[src/rtl/acc_sequencer_pkg.sv]
// Shared definitions for the accumulator batch sequencer: FSM state encoding
// and the sticky-error source selection helper.
package acc_sequencer_pkg;

  typedef enum logic [2:0] {
    ST_IDLE   = 3'd0,
    ST_CLEAR  = 3'd1,
    ST_ISSUE  = 3'd2,
    ST_SAMPLE = 3'd3,
    ST_DRAIN  = 3'd4,
    ST_DONE   = 3'd5
  } state_t;

  function automatic logic err_flag(input logic signed_mode, input logic ovf, input logic carry);
    err_flag = signed_mode ? ovf : carry;
  endfunction

endpackage

[src/rtl/acc_sequencer_cmd_fifo.sv]
// Synchronous command FIFO with full/empty flags; pointers carry one extra
// wrap bit so full and empty are distinguishable without a counter.
module acc_sequencer_cmd_fifo #(
  parameter int WIDTH = 10,
  parameter int DEPTH = 4
) (
  input  logic             clk,
  input  logic             rst,
  input  logic             push,
  input  logic             pop,
  input  logic [WIDTH-1:0] wdata,
  output logic [WIDTH-1:0] rdata,
  output logic             full,
  output logic             empty
);
  localparam int AW = $clog2(DEPTH);
  localparam logic [AW:0] PTR_ONE = {{AW{1'b0}}, 1'b1};

  logic [WIDTH-1:0] mem_r [DEPTH];
  logic [AW:0]      wr_ptr_r;
  logic [AW:0]      rd_ptr_r;

  assign empty = (wr_ptr_r == rd_ptr_r);
  assign full  = (wr_ptr_r[AW] != rd_ptr_r[AW]) && (wr_ptr_r[AW-1:0] == rd_ptr_r[AW-1:0]);
  assign rdata = mem_r[rd_ptr_r[AW-1:0]];

  // Storage and pointers; a write is refused while full even if a pop coincides
  always_ff @(posedge clk or posedge rst) begin
    if (rst) begin
      wr_ptr_r <= {(AW+1){1'b0}};
      rd_ptr_r <= {(AW+1){1'b0}};
      for (int i = 0; i < DEPTH; i++) begin
        mem_r[i] <= {WIDTH{1'b0}};
      end
    end else begin
      if (push && !full) begin
        mem_r[wr_ptr_r[AW-1:0]] <= wdata;
        wr_ptr_r                <= wr_ptr_r + PTR_ONE;
      end else begin
        wr_ptr_r <= wr_ptr_r;
      end
      if (pop && !empty) begin
        rd_ptr_r <= rd_ptr_r + PTR_ONE;
      end else begin
        rd_ptr_r <= rd_ptr_r;
      end
    end
  end

endmodule

[src/rtl/acc_sequencer.sv]
// Batch controller for the add/sub accumulator: buffers commands, clears the
// accumulator, issues one op per command and returns the batch sum and flags.
module acc_sequencer
  import acc_sequencer_pkg::*;
#(
  parameter int WIDTH       = 8,
  parameter int DEPTH       = 4,
  parameter int CNT_W       = 4,
  parameter int SIGNED      = 1,
  parameter int STOP_ON_OVF = 0
) (
  input  logic             clk,
  input  logic             rst,
  input  logic             cmd_valid,
  output logic             cmd_ready,
  input  logic [WIDTH-1:0] cmd_data,
  input  logic             cmd_sub,
  input  logic             cmd_last,
  output logic [WIDTH-1:0] acc_in,
  output logic             acc_sub,
  output logic             acc_en,
  output logic             acc_clr,
  input  logic [WIDTH-1:0] acc_sum,
  input  logic             acc_overflow,
  input  logic             acc_carry,
  output logic             res_valid,
  input  logic             res_ready,
  output logic [WIDTH-1:0] res_data,
  output logic             res_err,
  output logic [CNT_W-1:0] res_count,
  output logic             busy
);
  localparam int               EW          = WIDTH + 2;
  localparam logic [CNT_W-1:0] CNT_MAX     = {CNT_W{1'b1}};
  localparam logic [CNT_W-1:0] CNT_ONE     = {{(CNT_W-1){1'b0}}, 1'b1};
  localparam logic             SIGNED_MODE = (SIGNED != 0);
  localparam logic             STOP_MODE   = (STOP_ON_OVF != 0);

  state_t           state_r, next_state_s;
  logic [EW-1:0]    head_s, wdata_s;
  logic [WIDTH:0]   next_head_s;
  logic             full_s, empty_s, push_s, pop_s, issue_next_s;
  logic             head_last_s, err_next_s;
  logic             acc_en_r, acc_clr_r, acc_sub_r, busy_r, res_valid_r;
  logic             last_r, err_r;
  logic [WIDTH-1:0] acc_in_r, res_data_r;
  logic [CNT_W-1:0] count_r;

  assign wdata_s     = {cmd_last, cmd_sub, cmd_data};
  assign push_s      = cmd_valid && !full_s;
  assign head_last_s = head_s[EW-1];
  assign err_next_s  = err_r | err_flag(SIGNED_MODE, acc_overflow, acc_carry);

  assign cmd_ready = !full_s;
  assign acc_in    = acc_in_r;
  assign acc_sub   = acc_sub_r;
  assign acc_en    = acc_en_r;
  assign acc_clr   = acc_clr_r;
  assign res_valid = res_valid_r;
  assign res_data  = res_data_r;
  assign res_err   = err_r;
  assign res_count = count_r;
  assign busy      = busy_r;

  acc_sequencer_cmd_fifo #(.WIDTH(EW), .DEPTH(DEPTH)) u_fifo (
    .clk   (clk),
    .rst   (rst),
    .push  (push_s),
    .pop   (pop_s),
    .wdata (wdata_s),
    .rdata (head_s),
    .full  (full_s),
    .empty (empty_s)
  );

  // State register
  always_ff @(posedge clk or posedge rst) begin
    if (rst) begin
      state_r <= ST_IDLE;
    end else begin
      state_r <= next_state_s;
    end
  end

  // Next-state decode; acc_en_r is high in ISSUE exactly when a head entry is being issued
  always_comb begin
    next_state_s = state_r;
    case (state_r)
      ST_IDLE:   if (!empty_s) next_state_s = ST_CLEAR; else next_state_s = ST_IDLE;
      ST_CLEAR:  next_state_s = ST_ISSUE;
      ST_ISSUE:  if (acc_en_r) next_state_s = ST_SAMPLE; else next_state_s = ST_ISSUE;
      ST_SAMPLE: begin
        if (last_r)                      next_state_s = ST_DONE;
        else if (STOP_MODE && err_next_s) next_state_s = ST_DRAIN;
        else                             next_state_s = ST_ISSUE;
      end
      ST_DRAIN:  if (!empty_s && head_last_s) next_state_s = ST_DONE; else next_state_s = ST_DRAIN;
      ST_DONE:   if (res_ready) next_state_s = ST_IDLE; else next_state_s = ST_DONE;
      default:   next_state_s = ST_IDLE;
    endcase
  end

  // Pop control and look-ahead of the entry to present when ISSUE is entered
  always_comb begin
    pop_s        = 1'b0;
    issue_next_s = 1'b0;
    next_head_s  = head_s[WIDTH:0];
    case (state_r)
      ST_ISSUE: pop_s = acc_en_r;
      ST_DRAIN: pop_s = !empty_s;
      default:  pop_s = 1'b0;
    endcase
    if (next_state_s == ST_ISSUE) begin
      if (empty_s) begin
        issue_next_s = push_s;
        next_head_s  = wdata_s[WIDTH:0];
      end else begin
        issue_next_s = 1'b1;
        next_head_s  = head_s[WIDTH:0];
      end
    end else begin
      issue_next_s = 1'b0;
      next_head_s  = head_s[WIDTH:0];
    end
  end

  // Registered strobes and accumulator operand; operand holds while idle
  always_ff @(posedge clk or posedge rst) begin
    if (rst) begin
      acc_en_r    <= 1'b0;
      acc_clr_r   <= 1'b0;
      busy_r      <= 1'b0;
      res_valid_r <= 1'b0;
      acc_in_r    <= {WIDTH{1'b0}};
      acc_sub_r   <= 1'b0;
    end else begin
      acc_en_r    <= issue_next_s;
      acc_clr_r   <= (next_state_s == ST_CLEAR);
      busy_r      <= (next_state_s != ST_IDLE);
      res_valid_r <= (next_state_s == ST_DONE);
      if (issue_next_s) begin
        acc_in_r  <= next_head_s[WIDTH-1:0];
        acc_sub_r <= next_head_s[WIDTH];
      end else begin
        acc_in_r  <= acc_in_r;
        acc_sub_r <= acc_sub_r;
      end
    end
  end

  // Per-batch bookkeeping: sticky error, saturating op count, result capture
  always_ff @(posedge clk or posedge rst) begin
    if (rst) begin
      err_r      <= 1'b0;
      count_r    <= {CNT_W{1'b0}};
      last_r     <= 1'b0;
      res_data_r <= {WIDTH{1'b0}};
    end else begin
      case (state_r)
        ST_CLEAR: begin
          err_r   <= 1'b0;
          count_r <= {CNT_W{1'b0}};
        end
        ST_ISSUE: begin
          if (acc_en_r) begin
            last_r <= head_last_s;
            if (count_r != CNT_MAX) count_r <= count_r + CNT_ONE;
            else                    count_r <= count_r;
          end else begin
            last_r <= last_r;
          end
        end
        ST_SAMPLE: begin
          err_r <= err_next_s;
          if (last_r) res_data_r <= acc_sum;
          else        res_data_r <= res_data_r;
        end
        ST_DRAIN: begin
          if (!empty_s && head_last_s) res_data_r <= acc_sum;
          else                         res_data_r <= res_data_r;
        end
        default: begin
          err_r <= err_r;
        end
      endcase
    end
  end

endmodule

[config.mk]
export PLATFORM = sky130hd
export DESIGN_NAME = acc_sequencer
export DESIGN_NICKNAME = d
export VERILOG_FILES = /design/src/rtl/acc_sequencer_pkg.sv /design/src/rtl/acc_sequencer_cmd_fifo.sv /design/src/rtl/acc_sequencer.sv
export SDC_FILE = /design/constraint.sdc
export NUM_CORES = 1
export LEC_CHECK = 0
export BUFFER_PORTS_ARGS = -buffer_cell sky130_fd_sc_hd__buf_4
export CORE_MARGIN = 2
export CORE_UTILIZATION = 40
export CTS_BUF_LIST = sky130_fd_sc_hd__clkbuf_8
export CTS_CLUSTER_SIZE = 40
export DETAILED_ROUTE_END_ITERATION = 6
export GPL_TIMING_DRIVEN = 0
export PLACE_DENSITY = 0.55
export SYNTH_ARGS = -nofsm -noshare
export SYNTH_HDL_FRONTEND = slang
export SYNTH_SLANG_ARGS = --single-unit
[constraint.sdc]
create_clock -name clk -period 4.5 [get_ports clk]
set_clock_uncertainty 0.2 [all_clocks]
set_input_delay 0.675 -clock clk [delete_from_list [all_inputs] [get_ports clk]]
set_output_delay 0.675 -clock clk [all_outputs]
set_load 0.02 [all_outputs]
Yosys cells after proc, flatten, opt, wreduce, memory -nomap -nowiden
Cells that the tools add are included.
{ "totals": {"ff_bits": 76, "inputBits": 24, "output_inout_bits": 27, "elab_cells": 82} }
{ "op_classes": {"addsub": 3, "magnitude_cmp": 3, "eq_ne": 16, "mux": 24, "bitwise_logic": 3, "reduce_logical": 16} }
{ "ops": {"columns": ["op", "count"], "rows": [
  ["bitwise mux 40 bit", 1],
  ["2-to-1 mux 10 bit", 3],
  ["binary-select mux 10 bit (select 2 bit)", 1],
  ["demux 10 bit (select 2 bit)", 1],
  ["2-to-1 mux 9 bit", 2],
  ["one-hot mux 3 bit (6 select lines)", 1],
  ["2-to-1 mux 8 bit", 2],
  ["one-hot mux 8 bit (2 select lines)", 1],
  ["equality test 3 x 2 -> 1 bit (second input constant)", 3],
  ["equality test 3 bit (second input constant)", 3],
  ["2-to-1 mux 4 bit", 2],
  ["!= test 2 bit (second input constant)", 4],
  ["one-hot mux 4 bit (2 select lines)", 1],
  ["adder 3 x 1 -> 3 bit (second input constant)", 2],
  ["equality test 3 x 1 -> 1 bit (second input constant)", 2],
  ["greater-or-equal comparator 3 bit (second input constant)", 2],
  ["logical AND 1 bit", 6],
  ["2-to-1 mux 3 bit", 2],
  ["NOT 2 -> 3 bit", 2],
  ["AND reduction 3 bit", 2],
  ["nonzero test 2 bit", 3],
  ["2-to-1 mux 1 bit", 5],
  ["adder 4 x 1 -> 4 bit (second input constant)", 1],
  ["!= test 4 bit (second input constant)", 1],
  ["other kinds (10)", 12]
]} }

Logic depth before layout (Yosys ltp)
{ "depth": {"word_depth": 9, "mapped_depth": 6, "mapped_depth_nobuf": 5} }

By module
A second synthesis with hierarchy kept.
{ "unflattened": {"hier_cells": 273, "area_unflattened_um2": 3733.6} }
{ "modules_own_cells": {"columns": ["mod", "n_inst", "cells_per_inst", "area_per_inst_um2", "seq_area_each_um2"], "rows": [
  ["acc_sequencer_cmd_fifo", 1, 141, 2272.2, 1151.1],
  ["acc_sequencer", 1, 132, 1461.4, 750.7]
]} }

Worst setup path after synthesis
No wires, ideal clock.
{ "synth_timing": {"kind": "reg2out", "start": "reg u_fifo.wr_ptr_r[1]", "end": "out cmd_ready", "arrival_time_ns": 1.067, "required_ns": 3.625, "path_slack_ns": 2.558, "stages_incl_launch_ff": 3, "path_buffers": 0, "path_cell_list": "dfrtp_1 > xor2_1 > or3_1"} }
{ "synth_via": {"elab_chain_cells": 3} }
{ "synth_rtl": {"columns": ["item", "line", "source"], "rows": [
  ["start, declared", "acc_sequencer_cmd_fifo.sv:20", "logic [AW:0] wr_ptr_r;"],
  ["start signal, assigned", "acc_sequencer_cmd_fifo.sv:30", "wr_ptr_r <= {(AW+1){1'b0}};"],
  ["start signal, assigned", "acc_sequencer_cmd_fifo.sv:38", "wr_ptr_r <= wr_ptr_r + PTR_ONE;"],
  ["start signal, assigned", "acc_sequencer_cmd_fifo.sv:40", "wr_ptr_r <= wr_ptr_r;"],
  ["equality test 2 bit", "acc_sequencer_cmd_fifo.sv:24", "assign full = (wr_ptr_r[AW] != rd_ptr_r[AW]) && (wr_ptr_r[AW-1:0] == rd_ptr_r[AW-1:0]);"],
  ["logical AND 1 bit", "acc_sequencer_cmd_fifo.sv:24", null],
  ["logical NOT 1 bit", "acc_sequencer.sv:54", "assign cmd_ready = !full_s;"],
  ["end, declared", "acc_sequencer.sv:15", "output logic cmd_ready,"]
]} }
Every way passes these cells.

Worst setup path after layout
Same ends and word-level chain as after synthesis.

==> flow_summary.yaml <==
critical_path:
  startpoint: "u_fifo.wr_ptr_r[1]"
  worstPathArrival_ns: 1.56
  required_ns: 3.62
  r2r_start: "u_fifo.wr_ptr_r[2]"
  critPathMaxStageDelay_ns: 0.43
  crit_fanout: 6
  r2r_slack_ns: 2.12
  reg2reg_to: "acc_sub"
  path_class: "reg -> out"
  start_kind: "flip-flop"
  reg2regPathDepth: 4
  critPathCapture: "cmd_ready"
  crit_chain: "xor2_1 > or3_1 > buf_4"
  cpMaxStageDelayCell: "dfrtp_1"
  cp-end-kind: "output pin"
floorplan:
  io_pins: 51
  die_y_um: 96.6
  die_x_um: 96.6
  core_area_um2: 8260
  row_count: 33
  fp.dieArea_um2: 9330
  start_util_pct: 41.5
global_routing:
  grt_pass1_vias: 2239
  grt_first_pass_wirelength_um: 11500
  grt_max_degree: 68
  antenna_found_initial: 0
  grt_overflow: 0
  track_usage_pct: 16.8
sta:
  fin_tns_setup_ns: 0
  fin_ws_ns: 2.06
  rsz0062_at_grt: "false"
  setup_violations: 0
  min_period_over_period_pct: 54.1
  post-route-min-period_ns: 2.44
  whs_ns: 0.0248
  fmax_mhz: 411
  slew_viol_final: 0
  final-hold-violation-count: 0
  worstMarginPinSlew_ns: 1.13
  slew_headroom_pct: 24.2
routing:
  dr.pass1.iters: 4
  detail-route-antenna-nets: 0
  routedWlPerCell_um: 17.3
  post_drt_via_cell_ratio: 5.32
  drt_iter0_drc: 55
  dr_total_vias: 2187
  drt_wl_total_um: 7100
  drc: 0
clock_network:
  ctsResizeCount: 0
  cts.sinks: 76
  cts_max_path_buffers: 2
  clkTransAtPathRegs_ns: 0.08
  root_buffer: "clkbuf_8"
  h-tree-depth: 3
  hold_buffers: 0
  cts_tree: "yes"
  cts_buffers: 9
  cts_setup_buffers: 0
  clock_latency_ns: 0.34
final_layout:
  multi_input_area_um2: 1460
  nFillCells: 717
  final_common_cell: "dfrtp_1"
  seqCellArea_um2: 1900
  layout_common_cells: "76 x dfrtp_1, 51 x mux2_2, 50 x buf_4"
  n_antenna_cell: 0
  layout.nets: 332
  finish.utilization_pct: 50.5
  drive_gt1_share_pct: 46.1
  area_delta_synth_final_pct: 21.6
run_status:
  status: "finished, final reports clean"
hold_path:
  hold_path.class: "in -> async"
logic_synthesis:
  netlist_area_um2: 3430
  ys_ff_latch: 76
  ys_warn_count: 0
  syn_avg_cell_area_um2: 14.2
  synth_enable_flop_cells: 0
  synth.distinct_cells: 42
  ys_seq_area_share_pct: 55.5
  synth_ff_type: "dfrtp_1"
  async_reset_ff_share_pct: 100
  synth_nets: 271
  synthCells: 241
power_and_ir_drop:
  power_density_nw_per_um2: 825
  ir_drop_mv: 0.399
  leakagePower_uw: 0.00186
place:
  hpwl_um: 4670
  portBuffers: 49
  dp_slack_ns: 1.94
  globalplace.congestion: 0.755
run:
  timing.max_cap.violations: 0
## cells in the mapped netlist (2+ instances only)
| library cell | instances | share of area [%] |
|---|---|---|
| a22oi_1 | 9 | 2.0 |
| mux4_2 | 10 | 6.6 |
| or3_1 | 2 | 0.36 |
| ha_1 | 6 | 2.2 |
| inv_1 | 8 | 0.88 |
| nor2b_1 | 4 | 0.73 |
| dfrtp_1 | 76 | 55 |
| or4_1 | 2 | 0.44 |
| nand2_1 | 5 | 0.55 |
| buf_2 | 3 | 0.44 |
| nand3_1 | 2 | 0.29 |
| xor2_1 | 5 | 1.3 |
| nor2_1 | 7 | 0.77 |
| nor3_1 | 3 | 0.44 |
| mux2_2 | 51 | 17 |
| a21oi_1 | 5 | 0.73 |
| o31ai_1 | 3 | 0.66 |
| nand2_2 | 4 | 0.73 |
| clkbuf_1 | 2 | 0.22 |
| nor4b_1 | 2 | 0.51 |
| o2bb2ai_1 | 9 | 2.3 |
| xnor2_1 | 3 | 0.77 |
## registers in the layout, summed over array words and instances (netlist names)
name,flops
acc_clr,1
res_valid,1
u_fifo.wr_ptr_r,3
last_r,1
u_fifo.mem_r,40
state_r,3
acc_sub,1
u_fifo.rd_ptr_r,3
acc_in,8
busy,1
res_data,8
res_err,1
acc_en,1
res_count,4
## worst max-delay path: cells and delay by family, from the launching register on
kind          cells  cell delay, ns
buf+inv           1            0.17
xor+xnor          1            0.24
simple gates      1            0.38
flops             1            0.43
## routing by layer
metal  up-vias  global-route usage [%]  part of all wire (%)
li1       1025                       -                     -
met1      1103                    21.8                    47
met5         -                       0                     0
met4         0                    5.63                  0.87
met3         6                    4.34                   4.7
met2        53                    27.6                    47
## final cells by class
type / count / share of cell area [%]
Sequential cell: 76 / 45.6
Timing Repair Buffer: 50 / 9.48
Clock buffer: 9 / 2.97
Multi-Input combinational cell: 150 / 34.9
Inverter: 8 / 0.780
Clock inverter: 6 / 2.13
Buffer: 7 / 0.990
Tap cell: 105 / 3.15
## worst min path at each step
stage / end / slack, ns / cells after the start
finish: res_data[2] / 0.02 / 2
floorplan: u_fifo.mem_r[10] / 0.27 / 1
detailed placement: acc_sub / 0.28 / 1
global route: res_data[2] / 0.01 / 2
global placement: acc_in[5] / 0.28 / 1
CTS: res_data[2] / 0.02 / 2
## per-stage QoR
step / power, uW / instance area (um^2) / cells
2_1_floorplan: 2400 / 3430 / 241
3_3_place_gp: 2870 / 3930 / 395
3_5_place_dp: 2910 / 3960 / 396
4_1_cts: 3480 / 4170 / 411
5_1_grt: 3700 / 4170 / 411
6_report: 3440 / 4170 / 411
## kinds of logic after synthesis
| kind of cell | count (synthesis) | share of synthesized area [%] |
|---|---|---|
| simple gates | 40 | 7.04 |
| flops | 76 | 55.5 |
| xor+xnor | 8 | 2.04 |
| mux | 61 | 23.3 |
| fa+ha+maj | 6 | 2.19 |
| buf+inv | 15 | 2.08 |
| compound gates | 35 | 7.85 |
## where the power goes
part           switching, uW  leakage [uW]  internal (uW)  total [uW]
clock                    258      0.000102            310         568
sequential               206      0.000917           1030        1240
combinational            825      0.000843            812        1640
total                   1290       0.00186           2150        3440
(Power assumes the default switching activity.)
